**config.mk**
```make
export PLATFORM = sky130hd
export DESIGN_NAME = paddle_ctrl
export DESIGN_NICKNAME = d
export VERILOG_FILES = /design/src/rtl/pong_pkg.sv /design/src/rtl/paddle_ctrl_debounce.sv /design/src/rtl/paddle_ctrl.sv
export SDC_FILE = /design/constraint.sdc
export NUM_CORES = 1
export LEC_CHECK = 0
export BUFFER_PORTS_ARGS = -buffer_cell sky130_fd_sc_hd__buf_2
export CAP_MARGIN = 20
export CORE_MARGIN = 3
export CORE_UTILIZATION = 65
export CTS_CLUSTER_DIAMETER = 120
export DETAILED_ROUTE_END_ITERATION = 7
export GPL_TIMING_DRIVEN = 0
export PLACE_DENSITY = 0.84
export SYNTH_ARGS = -nofsm -noshare
export SYNTH_HDL_FRONTEND = slang
export SYNTH_HIERARCHICAL = 1
export SYNTH_SLANG_ARGS = --single-unit
```
**constraint.sdc**
```tcl
create_clock -name clk -period 5.52 [get_ports clk]
set_input_delay 0 -clock clk [delete_from_list [all_inputs] [get_ports clk]]
set_output_delay 0 -clock clk [all_outputs]
set_load 0.1 [all_outputs]
```
**src/rtl/pong_pkg.sv**
```systemverilog
// Shared pong constants and types used by the paddle and ball blocks.
package pong_pkg;

  // Screen and sprite geometry.
  localparam int ACTIVE_ROWS   = 480;
  localparam int ACTIVE_COLS   = 640;
  localparam int PADDLE_HEIGHT = 64;
  localparam int PADDLE_WIDTH  = 8;

  // Paddle top-row limits derived from the geometry above.
  localparam int MAX_POS    = ACTIVE_ROWS - PADDLE_HEIGHT;
  localparam int CENTER_POS = MAX_POS / 2;

  // Paddle motion state.
  typedef enum logic [1:0] {
    IDLE      = 2'd0,
    MOVE_UP   = 2'd1,
    MOVE_DOWN = 2'd2
  } paddle_state_t;

  // Exactly one button held selects a direction; both or neither means stop.
  function automatic paddle_state_t decode_dir(input logic up, input logic down);
    paddle_state_t dir;
    dir = IDLE;
    if (up && !down) begin
      dir = MOVE_UP;
    end else if (!up && down) begin
      dir = MOVE_DOWN;
    end
    return dir;
  endfunction

endpackage

```
**src/rtl/paddle_ctrl_debounce.sv**
```systemverilog
// Debouncer for one already-synchronised button level. The output only
// follows the input after it has disagreed with the output for
// DEBOUNCE_CLKS consecutive clocks; any agreement restarts the count.
module debounce #(
  parameter int DEBOUNCE_CLKS = 50_000
) (
  input  logic clk,
  input  logic rst_n,
  input  logic din,
  output logic dout
);

  localparam int CW = (DEBOUNCE_CLKS > 1) ? $clog2(DEBOUNCE_CLKS) : 1;
  localparam logic [CW-1:0] CNT_LAST = CW'(DEBOUNCE_CLKS - 1);

  logic [CW-1:0] cnt_q, cnt_d;
  logic          dout_q, dout_d;

  // Next-state: clear while stable, count disagreement, flip at the last count.
  always_comb begin
    cnt_d  = cnt_q;
    dout_d = dout_q;
    if (din == dout_q) begin
      cnt_d = '0;
    end else if (cnt_q == CNT_LAST) begin
      dout_d = din;
      cnt_d  = '0;
    end else begin
      cnt_d = cnt_q + 1'b1;
    end
  end

  // Counter and accepted level registers.
  always_ff @(posedge clk or negedge rst_n) begin
    if (!rst_n) begin
      cnt_q  <= '0;
      dout_q <= 1'b0;
    end else begin
      cnt_q  <= cnt_d;
      dout_q <= dout_d;
    end
  end

  assign dout = dout_q;

endmodule

```
**src/rtl/paddle_ctrl.sv**
```systemverilog
// Paddle controller: synchronises and debounces the up/down buttons, then
// steps the paddle top row at a fixed rate while one direction is held,
// saturating at the screen edges. recenter returns the paddle to centre.
//
// There is no handshake: recenter is a one-cycle pulse sampled on the next
// edge; pos/moving are plain registered levels valid every cycle.
module paddle_ctrl #(
  parameter int ACTIVE_ROWS   = pong_pkg::ACTIVE_ROWS,
  parameter int PADDLE_HEIGHT = pong_pkg::PADDLE_HEIGHT,
  parameter int CLKS_PER_MOVE = 250_000,
  parameter int DEBOUNCE_CLKS = 50_000,
  parameter int STEP          = 2,
  localparam int POS_W        = $clog2(ACTIVE_ROWS)
) (
  input  logic                    clk,
  input  logic                    rst_n,
  input  logic                    btn_up,
  input  logic                    btn_down,
  input  logic                    recenter,
  output logic [POS_W-1:0]        pos,
  output logic                    moving,
  output pong_pkg::paddle_state_t dbg_state
);

  localparam int MAX_POS    = ACTIVE_ROWS - PADDLE_HEIGHT;
  localparam int CENTER_POS = MAX_POS / 2;
  localparam int PW1        = POS_W + 1;
  localparam int MW         = (CLKS_PER_MOVE > 1) ? $clog2(CLKS_PER_MOVE) : 1;

  localparam logic [POS_W-1:0] CENTER   = POS_W'(CENTER_POS);
  localparam logic [PW1-1:0]   MAX_EXT  = PW1'(MAX_POS);
  localparam logic [PW1-1:0]   STEP_EXT = PW1'(STEP);
  localparam logic [MW-1:0]    MOVE_LAST = MW'(CLKS_PER_MOVE - 1);

  // Button synchronisers: bit 1 is the metastability-safe level.
  logic [1:0] up_sync_q, dn_sync_q;
  logic       up_deb, dn_deb;

  pong_pkg::paddle_state_t state_q, state_d;
  logic                    moving_q;
  logic [MW-1:0]           move_cnt_q;
  logic [POS_W-1:0]        pos_q, pos_step_d;

  // Step arithmetic carries one extra bit so neither edge can wrap.
  logic [PW1-1:0] pos_ext, up_val, dn_sum, dn_val;

  // Two-flop synchronisers for the raw asynchronous buttons.
  always_ff @(posedge clk or negedge rst_n) begin
    if (!rst_n) begin
      up_sync_q <= 2'b00;
      dn_sync_q <= 2'b00;
    end else begin
      up_sync_q <= {up_sync_q[0], btn_up};
      dn_sync_q <= {dn_sync_q[0], btn_down};
    end
  end

  debounce #(.DEBOUNCE_CLKS(DEBOUNCE_CLKS)) u_db_up (
    .clk  (clk),
    .rst_n(rst_n),
    .din  (up_sync_q[1]),
    .dout (up_deb)
  );

  debounce #(.DEBOUNCE_CLKS(DEBOUNCE_CLKS)) u_db_down (
    .clk  (clk),
    .rst_n(rst_n),
    .din  (dn_sync_q[1]),
    .dout (dn_deb)
  );

  assign pos_ext = {1'b0, pos_q};
  assign up_val  = (pos_ext < STEP_EXT) ? '0 : (pos_ext - STEP_EXT);
  assign dn_sum  = pos_ext + STEP_EXT;
  assign dn_val  = (dn_sum > MAX_EXT) ? MAX_EXT : dn_sum;

  // Next direction and the saturated position one step further along it.
  always_comb begin
    state_d    = pong_pkg::decode_dir(up_deb, dn_deb);
    pos_step_d = pos_q;
    if (state_q == pong_pkg::MOVE_UP) begin
      pos_step_d = POS_W'(up_val);
    end else if (state_q == pong_pkg::MOVE_DOWN) begin
      pos_step_d = POS_W'(dn_val);
    end
  end

  // Motion FSM with registered outputs; recenter overrides any due step.
  always_ff @(posedge clk or negedge rst_n) begin
    if (!rst_n) begin
      state_q    <= pong_pkg::IDLE;
      moving_q   <= 1'b0;
      move_cnt_q <= '0;
      pos_q      <= CENTER;
    end else begin
      state_q  <= state_d;
      moving_q <= (state_d != pong_pkg::IDLE);
      if (recenter) begin
        pos_q      <= CENTER;
        move_cnt_q <= '0;
      end else if ((state_d != state_q) || (state_q == pong_pkg::IDLE)) begin
        move_cnt_q <= '0;
      end else if (move_cnt_q == MOVE_LAST) begin
        move_cnt_q <= '0;
        pos_q      <= pos_step_d;
      end else begin
        move_cnt_q <= move_cnt_q + 1'b1;
      end
    end
  end

  assign pos       = pos_q;
  assign moving    = moving_q;
  assign dbg_state = state_q;

endmodule

```
# Word level (Yosys, flattened, before mapping)
# Cells that the tools add are included.
classes:
  n_addsub: 5
  magnitude_cmp: 2
  n_eq_ne: 9
  mux: 16
  bitwise: 2
  reduce_logical: 12
op_table:
  columns: ["operator", "n"]
  rows:
  - ["2-to-1 mux 16 bit", 4]
  - ["2-to-1 mux 9 bit", 7]
  - ["2-to-1 mux 18 bit", 3]
  - ["adder 16 x 1 -> 16 bit (second input constant)", 2]
  - ["== test 16 bit (second input constant)", 2]
  - ["adder 18 x 1 -> 18 bit (second input constant)", 1]
  - ["== test 18 bit (second input constant)", 1]
  - ["adder 9 x 2 -> 10 bit (second input constant)", 1]
  - ["greater-than comparator 10 x 9 -> 1 bit (second input constant)", 1]
  - ["less-than comparator 9 x 2 -> 1 bit (second input constant)", 1]
  - ["subtractor 9 x 2 -> 9 bit (second input constant)", 1]
  - ["2-to-1 mux 2 bit", 2]
  - ["AND reduction 2 bit", 2]
  - ["nonzero test 2 bit", 2]
  - ["AND reduction 3 bit", 1]
  - ["nonzero test 3 bit", 1]
  - ["== test 1 bit", 2]
  - ["== test 2 x 1 -> 1 bit (second input constant)", 1]
  - ["== test 2 bit (second input constant)", 1]
  - ["logical AND 1 bit", 2]
  - ["zero test 1 bit", 2]
  - ["zero test 2 bit", 1]
  - ["inequality test 2 bit", 1]
  - ["inequality test 2 bit (second input constant)", 1]
  - ["other kinds (2)", 3]
totals:
  reg_bits: 68
  input_bits: 5
  word_cells: 56

# Depth between registers and ports, before layout
logic_depth:
  depth_word: 8
  depth_mapped: 9
  mapped_depth_nobuf: 8

# By module
# The synthesis kept the hierarchy.
modules_own_cells:
  columns: ["mod", "instances", "cells_each", "area_per_inst_um2"]
  rows:
  - ["paddle_ctrl", 1, 219, 2004.4]
  - ["debounce at u_db_up", 1, 84, 860.8]
  - ["debounce at u_db_down", 1, 82, 845.8]

# Least setup slack after synthesis
# OpenSTA, ideal clock, no wires.
synth_path:
  path_kind: "reg-to-reg"
  startpoint: "register pos_q[1] (netlist: pos[1])"
  endpoint: "register pos_q[8] (netlist: pos[8])"
  arrival_ps: 2647
  t_required_ps: 5397
  setup_slack_ps: 2750
  stages_incl_launch_ff: 10
  path_cell_list: "dfrtp_1 -> buf_6 -> inv_1 -> ha_1 -> or4b_1 -> a21oi_1 -> nor3_1 -> a21oi_2 -> o21ai_0 -> o2bb2ai_1"
synth_between:
  elab_chain_len: 8
synth_rtl:
  columns: ["element", "line", "source"]
  rows:
  - ["start, declared", "paddle_ctrl.sv:42", "logic [POS_W-1:0] pos_q, pos_step_d;"]
  - ["start signal, assigned", "paddle_ctrl.sv:105", "pos_q <= pos_step_d;"]
  - ["adder 9 x 2 -> 10 bit", "paddle_ctrl.sv:74", "assign dn_sum = pos_ext + STEP_EXT;"]
  - ["greater-than comparator 10 x 9 -> 1 bit", "paddle_ctrl.sv:75", "assign dn_val = (dn_sum > MAX_EXT) ? MAX_EXT : dn_sum;"]
  - ["2-to-1 mux 9 bit", "paddle_ctrl.sv:75", null]
  - ["2-to-1 mux 9 bit", "paddle_ctrl.sv:83", "end else if (state_q == pong_pkg::MOVE_DOWN) begin"]
  - ["2-to-1 mux 9 bit *", "paddle_ctrl.sv:81", "if (state_q == pong_pkg::MOVE_UP) begin"]
  - ["2-to-1 mux 9 bit *", "paddle_ctrl.sv:103", "end else if (move_cnt_q == MOVE_LAST) begin"]
  - ["2-to-1 mux 9 bit *", "paddle_ctrl.sv:101", "end else if ((state_d != state_q) || (state_q == pong_pkg::IDLE)) begin"]
  - ["2-to-1 mux 9 bit *", "paddle_ctrl.sv:98", "if (recenter) begin"]
# Every way passes the cells marked *; elsewhere a longest branch is shown, timed or not. The select of a mux whose other input is x is not followed.
# A chain may end at the register's enable or synchronous reset.

# Final worst setup path
layout_path:
  startpoint: "register pos_q[1] (netlist: pos[1])"
  endpoint: "register pos_q[2] (netlist: pos[2])"
# Same word-level chain as after synthesis.

==> run summary <==
Root Buffer Master -> clkbuf_8
H-Tree Depth -> 3
Main synth FF type -> dfrtp_1
Largest net degree at the start of global routing -> 68
Clk sinks -> 67
Core footprint -> 5300 µm²
Via density -> 6.02
Critical path's largest stage delay -> 0.45 ns
Routability cong. -> 0.931
Avg Inst Size Synth -> 9.64 µm²
Post-synth EDFFs -> 0
Peak supply drop -> 0.214 mV
HP Class -> in2reg
All-Layer GR Usage -> 0.241
Top-area cell type share of the netlist area -> 0.432
Worst hold endpoint -> pos[6]
Slew Limit Headroom -> 0.465
Most frequent cell after synthesis -> dfrtp_1
Critical Path Start Type -> flop
Final period util -> 0.431
Post-detailed-route count of antenna-violating nets -> 0
Io pins -> 17
Critical Path AT -> 2.61 ns
Pre-CTS setup slack -> 3.22 ns
Final cell count without fillers -> 489
Vias in the first global route -> 2765
Post-synth ARST share -> 1.00
Flop pwr share -> 0.529
Overflow after GRT -> 0
Final Cell Area -> 4110 µm²
Critical setup path kind -> reg2reg
Synth area leader -> dfrtp_1
RSZ-0062 raised after global routing -> false
Cell area power density -> 230 nW/µm²
Net Sw Frac -> 0.231
Cell variety after synth -> 59
CTS clk-pin slew, worst paths -> 0.08 ns
Slew at the pin with the worst max-slew slack -> 0.803 ns
First-pass GRT wire length -> 12.2 mm
Max-cap viol count -> 0
Final setup violation count -> 0
Leak -> 1.70 nW
Final wirelength -> 7.25 mm
Slowest-stage cell, CP -> dfrtp_1
Setup crit end kind -> flop
Internal reg-to-reg setup slack -> 3.14 ns
CTS max path bufs -> 2
Share of cells above drive strength 1 -> 0.158
Logic pwr share -> 0.032
CTS buffer count -> 9
Port bufs -> 15
Cell family with most CP delay -> compound AO/OA/AOI/OAI gates
Reg-to-Reg End -> pos[2]
Worst EP required -> 5.75 ns
Syn Inst Count -> 385
Min Clock Period, post-route -> 2.38 ns
Status -> completed
Ant diodes -> 0
Worst hold path cell count -> 3
Routed len/inst -> 14.8 µm
Die Y -> 81.6 µm
Post-DP Area -> 3880 µm²
Crit Path Max Fanout -> 10
Clk pwr share -> 0.439
Hold Crit Start -> recenter
Buf/Inv on CP -> 1
Util after Layout -> 0.775
# rows -> 26
Clk_lat worst skew -> 0.35 ns
Area contributors post-synth -> dfrtp_1, xnor2_1, nor2_1, xor2_1, nand3_1
Initial antenna violation count -> 0
Post-Route Setup TNS -> 0 ns
Worst-path cell chain -> ha_1 -> clkbuf_1 -> a41oi_1 -> o41ai_2 -> a21oi_2 -> mux2_2 -> a22o_1
Yosys Warn Count -> 6
NetSw -> 0.000219 W
# DRC -> 0
Worst Slack Setup Final -> 3.14 ns
Initial Util -> 0.700
Syn nets -> 397
Cell Area, Synth -> 3710 µm²
Reg2Reg Depth -> 7
Routed vias -> 2943
Internal power consumption -> 0.000727 W
#FFs+latches synth -> 67
Nets@finish -> 426
Die area -> 6650 µm²
Worst path depth -> 7
First DRT Iteration DRCs -> 266
Top achievable clock speed -> 0.421 GHz
CTS tree -> yes
Die Width -> 81.6 µm
Area Overhead vs Synth -> 10.8%
Endpoints failing hold -> 0
Slew Limit Fails -> 0
Router iterations before antenna repair -> 7
Final HPWL DP -> 4.91 mm
Post-placement cell count -> 470
Sequential element share of the synthesized area -> 0.453
Clk_skew -> 0.0115 ns
Worst reg2reg path startpoint -> pos[1]
Synth cell count leaders -> dfrtp_1, nor2_1, nand2_1, xnor2_1, nand3_1
## power groups by stage
stage | logic [W] | registers, W | clock network [W]
floorplan | 0.0000148 | 0.000509 | 0
global placement | 0.0000287 | 0.000510 | 0
detailed placement | 0.0000293 | 0.000510 | 0
CTS | 0.0000311 | 0.000501 | 0.000425
global route | 0.0000340 | 0.000501 | 0.000449
finish | 0.0000300 | 0.000501 | 0.000416
## worst max path at each step
stage	startpoint	end	slack [ns]
after global placement	pos[1]	pos[8]	3.28
final	pos[1]	pos[2]	3.14
after CTS	pos[1]	pos[8]	3.22
after global routing	pos[1]	pos[2]	3.02
after detailed placement	pos[1]	pos[8]	3.22
after floorplan	pos[1]	pos[8]	2.75
## through the flow
stage          hold slack [ns]  total power, W
6_report                0.0919        0.000946
5_1_grt                 0.0899        0.000985
4_1_cts                 0.0388        0.000956
3_5_place_dp             0.109        0.000539
3_3_place_gp             0.108        0.000539
2_1_floorplan           -0.296        0.000524
## placed cells by master (no fill, tap or decap), types with 4 or more instances in the layout
cell / instances
dfrtp_1: 64
nor2_1: 63
xnor2_1: 28
nand2_1: 28
nand3_1: 24
xor2_1: 21
buf_2: 19
inv_1: 14
nand4_1: 14
nor3_1: 12
a21oi_1: 11
clkbuf_8: 10
ha_1: 7
and3_1: 6
nor4_1: 6
o21ai_0: 5
buf_6: 4
o21ai_1: 4
or4_1: 4
## kinds of logic after synthesis
family,Yosys count,synth area share
adder cells (fa/ha/maj),7,0.0236
other,1,0.00101
XOR/XNOR,49,0.116
buffers and inverters,27,0.0391
flip-flops,67,0.453
AO/OA/AOI/OAI,39,0.0718
multiplexers,5,0.0165
AND/OR/NAND/NOR,190,0.280
## worst reg2reg max path, cell delays in order (launching register included)
cell      delay, ns
dfrtp_1        0.45
ha_1           0.21
clkbuf_1       0.36
a41oi_1        0.23
o41ai_2        0.44
a21oi_2        0.11
mux2_2         0.29
a22o_1         0.18
## per-layer routing
| layer | track usage | routed length, µm | vias to the layer above | share of wire |
|---|---|---|---|---|
| li1 | - | - | 1415 | - |
| met1 | 0.322 | 3300 | 1404 | 0.45 |
| met2 | 0.376 | 3310 | 99 | 0.46 |
| met3 | 0.0482 | 427 | 25 | 0.059 |
| met4 | 0.122 | 212 | 0 | 0.029 |
| met5 | 0 | 0 | - | 0 |
## what timing repair did
item                       CTS  global route
setup endpoints to repair    0             0
setup buffers                0             0
resized for setup            0             0
hold buffers                 3             0
hold endpoints to repair    66             0
## flip-flops by register name, indices dropped and copies added, names as in the netlist
signal and count:
u_db_up/cnt_q 16, u_db_down/cnt_q 16, dbg_state 2, up_sync_q 2, pos 8, dn_sync_q 2
move_cnt_q 18, moving 1, u_db_up/dout 1, u_db_down/dout 1
## cell type report
type / count / area [µm²]
Tap cell: 70 / 87.6
Fill cell: 367 / 1190
Timing Repair Buffer: 18 / 108
Clock inverter: 5 / 62.6
Buffer: 13 / 92.6
Sequential cell: 67 / 1680
Inverter: 14 / 52.6
Multi-Input combinational cell: 291 / 1890
Clock buffer: 11 / 141
No activity file was read; power rests on OpenSTA's default activity.
